### config.mk
export PLATFORM = sky130hd
export DESIGN_NAME = shift_add_multiplier_flat
export DESIGN_NICKNAME = d
export VERILOG_FILES = /design/src/rtl/shift_add_multiplier_if.sv /design/src/rtl/shift_add_multiplier.sv /design/src/flat_wrapper.sv
export SDC_FILE = /design/constraint.sdc
export NUM_CORES = 1
export LEC_CHECK = 0
export CAP_MARGIN = 30
export CORE_MARGIN = 1
export CORE_UTILIZATION = 56
export DETAILED_ROUTE_END_ITERATION = 16
export HOLD_SLACK_MARGIN = 0.08
export PLACE_DENSITY = 0.9
export SLEW_MARGIN = 20
export SYNTH_ARGS = -nofsm -noshare
export SYNTH_HDL_FRONTEND = slang
export SYNTH_SLANG_ARGS = --single-unit
### constraint.sdc
create_clock -name clk -period 2.84 [get_ports clk]
set_input_delay 0.426 -clock clk [delete_from_list [all_inputs] [get_ports clk]]
set_output_delay 0.426 -clock clk [all_outputs]
set_load 0.02 [all_outputs]
### src/rtl/shift_add_multiplier_if.sv
// ---------------------------------------------------------------------------
// shift_add_multiplier_if
//
// Purpose : bundles the operand/handshake/result signals exchanged between the
//           pushbutton/switch front end, the shift-and-add multiplier and the
//           result display stage.
//
// Signals : start   - single-cycle request pulse (front end -> multiplier)
//           a, b    - WIDTH-bit unsigned operands (front end -> multiplier)
//           product - 2*WIDTH-bit registered result (multiplier -> display)
//           busy    - operation in progress (RUN or DONE)
//           done    - one-cycle completion pulse
//           valid   - product holds a completed result
//
// Modports: master - drives start/a/b, observes the result side
//           slave  - the multiplier itself
// ---------------------------------------------------------------------------
interface shift_add_multiplier_if #(
    parameter int unsigned WIDTH = 8
);
    logic                 start;
    logic [WIDTH-1:0]     a;
    logic [WIDTH-1:0]     b;
    logic [2*WIDTH-1:0]   product;
    logic                 busy;
    logic                 done;
    logic                 valid;

    modport master (
        output start,
        output a,
        output b,
        input  product,
        input  busy,
        input  done,
        input  valid
    );

    modport slave (
        input  start,
        input  a,
        input  b,
        output product,
        output busy,
        output done,
        output valid
    );
endinterface

### src/rtl/shift_add_multiplier.sv
// ---------------------------------------------------------------------------
// shift_add_multiplier
//
// Purpose : sequential unsigned shift-and-add multiplier. An accepted start
//           pulse captures a and b, the block then runs exactly WIDTH
//           iterations (no early exit), publishes the 2*WIDTH-bit product and
//           pulses done for one cycle before returning to IDLE.
//
// Ports   : clk  - system clock, rising edge
//           rst  - synchronous, active-high reset (priority over start)
//           bus  - shift_add_multiplier_if.slave
//                    start   in   pulse, only honoured in IDLE
//                    a, b    in   operands, captured on an accepted start
//                    product out  last completed product (registered)
//                    busy    out  high in RUN and DONE
//                    done    out  one-cycle pulse in DONE
//                    valid   out  set on completion, cleared on next start
//
// The WIDTH parameter must match the WIDTH of the connected interface.
// ---------------------------------------------------------------------------
module shift_add_multiplier #(
    parameter int unsigned WIDTH = 8
) (
    input  logic                   clk,
    input  logic                   rst,
    shift_add_multiplier_if.slave  bus
);

    localparam int unsigned PW = 2 * WIDTH;
    localparam int unsigned CW = (WIDTH > 1) ? $clog2(WIDTH) : 1;

    localparam logic [1:0] ST_IDLE = 2'd0;
    localparam logic [1:0] ST_RUN  = 2'd1;
    localparam logic [1:0] ST_DONE = 2'd2;

    localparam logic [CW-1:0] CNT_LAST = CW'(WIDTH - 1);

    logic [1:0]       state_q,   state_d;
    logic [PW-1:0]    mcand_q,   mcand_d;
    logic [WIDTH-1:0] mplier_q,  mplier_d;
    logic [PW-1:0]    acc_q,     acc_d;
    logic [CW-1:0]    cnt_q,     cnt_d;
    logic [PW-1:0]    product_q, product_d;
    logic             busy_q,    busy_d;
    logic             done_q,    done_d;
    logic             valid_q,   valid_d;

    // Accumulator value after this cycle's conditional add; also the value
    // published as the product on the final iteration.
    logic [PW-1:0]    acc_sum;

    always_comb begin
        acc_sum = mplier_q[0] ? (acc_q + mcand_q) : acc_q;
    end

    always_comb begin
        state_d   = state_q;
        mcand_d   = mcand_q;
        mplier_d  = mplier_q;
        acc_d     = acc_q;
        cnt_d     = cnt_q;
        product_d = product_q;
        valid_d   = valid_q;

        case (state_q)
            ST_IDLE: begin
                if (bus.start) begin
                    state_d  = ST_RUN;
                    mcand_d  = PW'(bus.a);
                    mplier_d = bus.b;
                    acc_d    = '0;
                    cnt_d    = '0;
                    valid_d  = 1'b0;
                end
            end

            ST_RUN: begin
                acc_d    = acc_sum;
                mcand_d  = mcand_q << 1;
                mplier_d = mplier_q >> 1;
                cnt_d    = cnt_q + 1'b1;
                if (cnt_q == CNT_LAST) begin
                    state_d   = ST_DONE;
                    product_d = acc_sum;
                    valid_d   = 1'b1;
                end
            end

            ST_DONE: begin
                state_d = ST_IDLE;
            end

            default: begin
                state_d = ST_IDLE;
            end
        endcase

        // Status flags are registered from the next state so they line up
        // with the state they describe without any input-to-output path.
        busy_d = (state_d != ST_IDLE);
        done_d = (state_d == ST_DONE);
    end

    always_ff @(posedge clk) begin
        if (rst) begin
            state_q   <= ST_IDLE;
            mcand_q   <= '0;
            mplier_q  <= '0;
            acc_q     <= '0;
            cnt_q     <= '0;
            product_q <= '0;
            busy_q    <= 1'b0;
            done_q    <= 1'b0;
            valid_q   <= 1'b0;
        end else begin
            state_q   <= state_d;
            mcand_q   <= mcand_d;
            mplier_q  <= mplier_d;
            acc_q     <= acc_d;
            cnt_q     <= cnt_d;
            product_q <= product_d;
            busy_q    <= busy_d;
            done_q    <= done_d;
            valid_q   <= valid_d;
        end
    end

    assign bus.product = product_q;
    assign bus.busy    = busy_q;
    assign bus.done    = done_q;
    assign bus.valid   = valid_q;

endmodule

### src/flat_wrapper.sv
// flat-port wrapper written by rule: the top's interface ports become plain ports
module shift_add_multiplier_flat 
#(
    parameter int unsigned WIDTH = 8
)
  (clk, rst, bus_start, bus_a, bus_b, bus_product, bus_busy, bus_done, bus_valid);
  shift_add_multiplier_if #(.WIDTH(WIDTH)) bus_i ();
  input  logic clk;
  input  logic rst;
  input wire logic [$bits(bus_i.start)-1:0] bus_start;
  input wire logic [$bits(bus_i.a)-1:0] bus_a;
  input wire logic [$bits(bus_i.b)-1:0] bus_b;
  output wire logic [$bits(bus_i.product)-1:0] bus_product;
  output wire logic [$bits(bus_i.busy)-1:0] bus_busy;
  output wire logic [$bits(bus_i.done)-1:0] bus_done;
  output wire logic [$bits(bus_i.valid)-1:0] bus_valid;
  assign bus_i.start = bus_start;
  assign bus_i.a = bus_a;
  assign bus_i.b = bus_b;
  assign bus_product = bus_i.product;
  assign bus_busy = bus_i.busy;
  assign bus_done = bus_i.done;
  assign bus_valid = bus_i.valid;
  shift_add_multiplier #(.WIDTH(WIDTH)) u_core (.clk(clk), .rst(rst), .bus(bus_i));
endmodule
; ---- Word-level counts from Yosys, hierarchy flattened
; Index checks and enable logic that the tools add are counted.
[word_totals]
output_inout_bits = 19
wordCells = 37
register_bits = 64
[classes]
add_sub_neg = 2
n_reduce_logical = 6
muxes = 15
eq_ne = 5
[ops]
columns = op, n
row1 = case mux 16 bit (2 select lines), 2
row2 = 2-to-1 mux 16 bit, 3
row3 = adder 16 bit, 1
row4 = case mux 8 bit (2 select lines), 1
row5 = 2-to-1 mux 8 bit, 1
row6 = case mux 3 bit (2 select lines), 1
row7 = 2-to-1 mux 2 bit, 2
row8 = case mux 2 bit (2 select lines), 1
row9 = AND reduction 2 bit, 2
row10 = nonzero test 2 bit, 2
row11 = adder 3 x 1 -> 3 bit (second input constant), 1
row12 = == test 3 bit (second input constant), 1
row13 = 2-to-1 mux 3 bit, 1
row14 = AND reduction 3 bit, 1
row15 = == test 2 x 1 -> 1 bit (second input constant), 1
row16 = == test 2 bit (second input constant), 1
row17 = logical NOT 2 bit, 1
row18 = 2-to-1 mux 1 bit, 2
row19 = != test 2 x 1 -> 1 bit (second input constant), 1
row20 = != test 2 bit (second input constant), 1
row21 = case mux 1 bit (2 select lines), 1

; ---- Longest topological paths before layout
; Gate-level depths: netlist (run 1).
[depth]
depth_word = 4
ltp_mapped = 9
mapped_depth_nobuf = 9

; ---- Worst setup path before layout (run 1)
; No wires, ideal clock.
[synth_timing]
kind = reg-to-reg
start = reg u_core.acc_q[0]
end = reg u_core.product_q[8], in the netlist u_core.bus.product[8]
slack_ns = 0.510
setup_ns = 0.086
path_stages_with_launch = 10
required_ns = 2.754
arrival_time_ns = 2.245
cell_sequence = dfxtp_1 > ha_1 > fa_1 > a21o_2 > a221o_1 > a21o_1 > a21oi_1 > xnor2_1 > mux2i_1 > a211oi_1
[synth_between]
elab_chain_cells = 2
[synth_rtl]
columns = element, line
row1 = from (decl), shift_add_multiplier.sv:41  ; logic [PW-1:0] acc_q, acc_d;
row2 = from (signal assigned), shift_add_multiplier.sv:109  ; acc_q <= '0;
row3 = from (signal assigned), shift_add_multiplier.sv:119  ; acc_q <= acc_d;
row4 = adder 16 bit, shift_add_multiplier.sv:53  ; acc_sum = mplier_q[0] ? (acc_q + mcand_q) : acc_q;
row5 = 2-to-1 mux 16 bit, shift_add_multiplier.sv:53
row6 = to (signal assigned), shift_add_multiplier.sv:121  ; product_q <= product_d;
row7 = to (decl), shift_add_multiplier.sv:43  ; logic [PW-1:0] product_q, product_d;
; Every way passes these cells.
; A chain may end at the register's enable or synchronous reset.

; ---- Worst setup path in the final report (run 1)
; Ends and elaborated chain as after synthesis.

==> results of run 1 <==
## Yosys cell counts (3+ instances only)
cell,instances
a21o_1,5
o21ai_0,12
inv_1,7
nor2_1,62
xor2_1,4
a21oi_1,22
xnor2_1,8
and3_1,6
ha_1,17
nand3_1,5
buf_1,3
a211oi_1,23
dfxtp_1,64
a22oi_1,19
clkbuf_1,17
mux2i_1,26
a22o_1,5
nand2_1,13
## stage by stage
step / cells / area, µm²
after floorplan: 357 / 3230
after global placement: 449 / 3630
after detailed placement: 449 / 3630
after CTS: 465 / 3830
after global routing: 466 / 3840
final: 466 / 3840
## area by class of cell
type / instances / area, µm²
multi-input combinational: 264 / 1830
clock buffer: 11 / 141
tap: 72 / 90.1
sequential: 64 / 1280
timing repair buffer: 43 / 414
clock inverter: 5 / 56.3
fill: 421 / 1700
inverter: 7 / 26.3
## sequential cells by signal (all words and copies together), names as in the netlist, 2 cells and up
name,flops
u_core.acc_q,16
u_core.bus.product,16
u_core.mcand_q,16
u_core.mplier_q,8
u_core.cnt_q,3
u_core.state_q,2
## worst min-delay path: cells and delay by family, from the launching register on
| kind | cells | cell delay, ps |
|---|---|---|
| flops | 1 | 310 |
| compound gates | 1 | 60 |
| simple gates | 1 | 50 |
## where the power goes
part | internal, mW | switching [mW] | total (mW)
clock | 0.428 | 0.347 | 0.774
sequential | 0.922 | 0.0198 | 0.942
combinational | 0.0837 | 0.111 | 0.195
## per-layer routing
layer | GRT usage (%) | vias to the layer above | part of all wire, %
met5 | 0 | - | 0
met4 | 16.1 | 0 | 2.6
met3 | 4.59 | 21 | 7.8
met2 | 41.8 | 105 | 48
met1 | 33.3 | 1322 | 42
li1 | - | 1366 | -
## worst paths after layout
check                                     startpoint                                 end  slack [ps]  cells past startpoint
hold reg to reg   u_core.bus.product[6]$_SDFFE_PP0P_  u_core.bus.product[6]$_SDFFE_PP0P_         470                      2
setup / recovery        u_core.acc_q[0]$_SDFFE_PP0P_  u_core.bus.product[8]$_SDFFE_PP0P_         260                      9
setup reg to reg        u_core.acc_q[0]$_SDFFE_PP0P_  u_core.bus.product[8]$_SDFFE_PP0P_         260                      9
hold / removal    u_core.bus.product[6]$_SDFFE_PP0P_  u_core.bus.product[6]$_SDFFE_PP0P_         470                      2
## kinds of logic (layout without fill, tap and decap cells)
family,Yosys count,in the layout,synth area share [%]
multiplexers,28,28,8.88
buffers and inverters,29,66,3.45
XOR/XNOR,12,12,3.26
flip-flops,64,64,39.7
adder cells (fa/ha/maj),18,18,7.21
AO/OA/AOI/OAI,107,107,24.2
AND/OR/NAND/NOR,99,99,13.3
==> summary.md, run 1 <==
| Metric | Value |
|---|---|
| Outcome | completed |
| Num rows | 27 |
| Max Slew Vio Count | 0 |
| CTS HTree Levels | 3 |
| Final Util | 69.4% |
| Drt wl/cell | about 16 µm |
| Initial drt markers | 209 |
| Yosys warning total | 0 |
| Async SR Flop Fraction | 0% |
| Slowest stage delay, CP | about 420 ps |
| Cts-stage hold buffer count | 0 |
| Gates resized, CTS repair | 0 |
| GPL Wtd Cong | ~0.94 |
| Layout Skew | 10.1 ps |
| Power Total | 1.91 mW |
| First-pass GRT wire length | 12300 µm |
| Netlist Area Pre-Place | 3230 µm² |
| Synth area leader | dfxtp_1 |
| Initial antenna violation count | 0 |
| IR drop worst, VDD | roughly 370 µV |
| RSZ-0062 raised after global routing | false |
| Setup tns final | 0 ps |
| DR pass1 iterations | 4 |
| Die Area | 6070 µm² |
| Critical Path Sink Type | flip-flop |
| Die height | 77.9 µm |
| Syn Area/Cell | around 9.0 µm² |
| Starting Density | 58.2% |
| Buf/Inv on CP | 0 |
| Total CTS buffers | 9 |
| Pre-CTS setup slack | around 350 ps |
| Slew margin rel. | about half |
| Drt total wl | 7500 µm |
| Grt total ovfl | 0 |
| Register clock-pin slew on the reported worst setup and hold paths | 70 ps |
| Post-CTS Setup Inserts | 0 |
| Yosys cell types | 48 |
| Critical path required time | 3090 ps |
| Pin count of the biggest net entering global routing | 33 |
| Total leakage power | 1.61 nW |
| Vias in the first global route | 2662 |
| Synth area leaders | dfxtp_1, mux2i_1, nor2_1, ha_1, a211oi_1 |
| Vias per cell | ~6.0 |
| Most frequent cells in the layout | dfxtp_1, nor2_1, clkdlybuf4s50_1, mux2i_1, a211oi_1 |
| CP top delay family | compound AO/OA/AOI/OAI gates |
| HPWL Detailed | 5230 µm |
| Worst min path class | flip-flop to flip-flop |
| Vias post-DR | 2814 |
| Slowest stage cell on the critical path | fa_1 |
| Max Fanout on Critical Path | 4 |
| Post-synth net total | 394 |
| CTS Root Cell | clkbuf_8 |
| IO Count | 38 |
| Share of the synthesized area in the top cell type | between 30% and 40% |
| Fin crit share | 90.8% |
| Worst slew pin tran | 750 ps |
| Fmax | 388 MHz |
| Routed Antenna Nets | 0 |
| CTS tree | done |
| Critical path cell sequence | ha_1 > fa_1 > a21o_2 > a221o_1 > a21o_1 > a21oi_1 > xnor2_1 > mux2i_1 > a211oi_1 |
| Worst setup path class | flip-flop to flip-flop |
| Post-Synthesis Cells | between 300 and 400 |
| Global Route Usage Sum | about a quarter |
| WHS | around 470 ps |
| Maximum clock insertion buffer count | 2 |
| Worst skew pair latency | 340 ps |
| Max cap viols | 0 |
| Core area | 5540 µm² |
| Post-layout net count | roughly 430 |
| Sequential share of the synthesized area | 39.7% |
| # port buffers | 37 |
| Die X | 77.9 µm |
| CTS sink count | 64 |
| DRC | 0 |
| # setup viols final | 0 |
| Fin crit period | 2580 ps |
| Share of layout cells above drive strength 1 | 7.61% |
| Most common cell after layout, fill and taps aside | dfxtp_1 |
| CP arrival | 2830 ps |
| Startpoint Class | flip-flop |
| Ant diodes | 0 |
| Power Dens Cells | 497 nW/µm² |
| Endpoints failing hold | 0 |
| Yosys reg bits | 64 |
| Post-synth EDFFs | 0 |
| Area delta synth->final | 19.1% |
| PnR worst setup slack | 260 ps |
| Main synth FF type | dfxtp_1 |
(Power assumes the default switching activity.)
==> inputs of run 2 (changes only) <==
Settings changed: CAP_MARGIN 30 to default, GPL_TIMING_DRIVEN from default to 0.
==> run 2 against run 1 <==
Compared with the run above:
- non-clock buffer count rose by 15
- cell count is 3.2% higher
- wire length rose by 7.9%
==> summary.md, run 2 (same netlist as run 1, synthesis figures left out) <==
| Metric | Value |
|---|---|
| Outcome | completed |
| Starting Density | between 50% and 60% |
| Reg2reg path depth | 9 |
| Fin crit period | 2700 ps |
| Startpoint Class | flip-flop |
| Slowest stage delay, CP | 420 ps |
| Die X | 77.9 µm |
| Initial antenna violation count | 0 |
| Ant diodes | 0 |
| Vias post-DR | just under 3000 |
| Flop-to-flop setup slack | 140 ps |
| Max cap viols | 0 |
| Max Fanout on Critical Path | 4 |
| Num rows | 27 |
| Slowest stage cell on the critical path | fa_1 |
| CTS Root Cell | clkbuf_8 |
| Initial drt markers | 240 |
| Cts-stage hold buffer count | 0 |
| Final Util | between 70% and 80% |
| Reg-to-Reg Start | u_core.mcand_q[0]$_SDFFE_PP0P_ |
| Critical path required time | between 3000 and 4000 ps |
| Critical Path Sink Type | flip-flop |
| Drt wl/cell | 16.8 µm |
| Total leakage power | 1.63 nW |
| Pin count of the biggest net entering global routing | 12 |
| Post-CTS Setup Inserts | 0 |
| # port buffers | 36 |
| Layout Skew | between 10 and 15 ps |
| Finished Cell Area | roughly 3900 µm² |
| Max Slew Vio Count | 0 |
| Vias in the first global route | 2641 |
| PnR worst setup slack | approximately 140 ps |
| Gates resized, CTS repair | 0 |
| Worst min path class | flip-flop to flip-flop |
| HPWL Detailed | 5910 µm |
| Die height | 77.9 µm |
| GPL Wtd Cong | 0.904 |
| Slew margin rel. | 45.0% |
| Power Dens Cells | 540 nW/µm² |
| Area delta synth->final | 21.8% |
| Worst setup path class | flip-flop to flip-flop |
| Fmax | 371 MHz |
| Most common cell after layout, fill and taps aside | dfxtp_1 |
| Share of layout cells above drive strength 1 | 6.36% |
| Dpl cell area | 3680 µm² |
| Global Route Usage Sum | 27.8% |
| Worst skew pair latency | 350 ps |
| CTS tree | done |
| Critical path cell sequence | ha_1 > fa_1 > a21o_2 > a221o_1 > a21o_1 > a21oi_1 > xnor2_1 > mux2i_1 > a211oi_1 |
| Total CTS buffers | 9 |
| Hold EP | u_core.bus.product[6]$_SDFFE_PP0P_ |
| CTS sink count | 64 |
| Drt total wl | 8100 µm |
| Hold Path Cell Cnt | 2 |
| CP arrival | 2950 ps |
| Vias per cell | roughly 6.1 |
| Most frequent cells in the layout | dfxtp_1, nor2_1, clkdlybuf4s50_1, mux2i_1, a211oi_1 |
| Hold Path Origin | u_core.bus.product[6]$_SDFFE_PP0P_ |
| Worst slew pin tran | slightly above 800 ps |
| RSZ-0062 raised after global routing | false |
| # setup viols final | 0 |
| Routed Antenna Nets | 0 |
| Fin crit share | 94.9% |
| Pre-CTS setup slack | about 170 ps |
| Post-layout net count | 441 |
| First-pass GRT wire length | around 13000 µm |
| CTS HTree Levels | 3 |
| Core area | 5540 µm² |
| Endpoints failing hold | 0 |
| Maximum clock insertion buffer count | 2 |
| IR drop worst, VDD | 394 µV |
| DR pass1 iterations | 5 |
| Register clock-pin slew on the reported worst setup and hold paths | around 70 ps |
| Setup tns final | 0 ps |
| DRC | 0 |
| Critical path launch point | u_core.mcand_q[0]$_SDFFE_PP0P_ |
| R2R Path End | u_core.bus.product[8]$_SDFFE_PP0P_ |
| Die Area | a little over 6000 µm² |
| IO Count | 38 |
| Grt total ovfl | 0 |
-- run 2: worst max-delay path by stage --
stage	endpoint	slack, ps	depth (start not counted)
floorplan	u_core.bus.product[8]$_SDFFE_PP0P_	510	9
global placement	u_core.bus.product[14]$_SDFFE_PP0P_	280	9
detailed placement	u_core.bus.product[8]$_SDFFE_PP0P_	170	9
CTS	u_core.bus.product[8]$_SDFFE_PP0P_	160	9
global route	u_core.bus.product[14]$_SDFFE_PP0P_	60	9
finish	u_core.bus.product[8]$_SDFFE_PP0P_	140	9
-- run 2: worst max-delay path: cells and delay by family (launching register included) --
family / cells / cell delay (ps)
AO/OA/AOI/OAI: 5 / 1260
XOR/XNOR: 1 / 170
adder cells (fa/ha/maj): 2 / 680
flip-flops: 1 / 380
multiplexers: 1 / 140
-- run 2: layer usage --
metal	track usage, %	up-vias	wire (µm)	part of all wire, %
li1	-	1403	-	-
met1	36.2	1386	3590	44
met2	45.0	126	3790	47
met3	5.41	17	578	7.1
met4	11.3	0	137	1.7
met5	0	-	0	0
-- run 2: cell type report --
cell class / instances / area (µm²)
plain buffers: 22 / 85.1
clock buffers: 11 / 151
clock inverters: 5 / 103
fillers: 430 / 1610
inverters: 7 / 26.3
multi-input cells: 264 / 1830
flip-flops and latches: 64 / 1280
well taps: 72 / 90.1
repair buffers: 36 / 360
-- run 2: stage by stage --
step	hold slack, ps	std cells	power, mW
after floorplan	445	357	1.09
after global placement	461	465	1.15
after detailed placement	474	465	1.15
after CTS	486	481	2.12
after global routing	510	481	2.20
final	484	481	2.12
-- run 2: report_power, final --
| group | switching, mW | internal (mW) |
|---|---|---|
| Sequential | 0.0219 | 0.922 |
| Combinational | 0.115 | 0.0820 |
| Clock | 0.354 | 0.629 |
| Total | 0.490 | 1.63 |
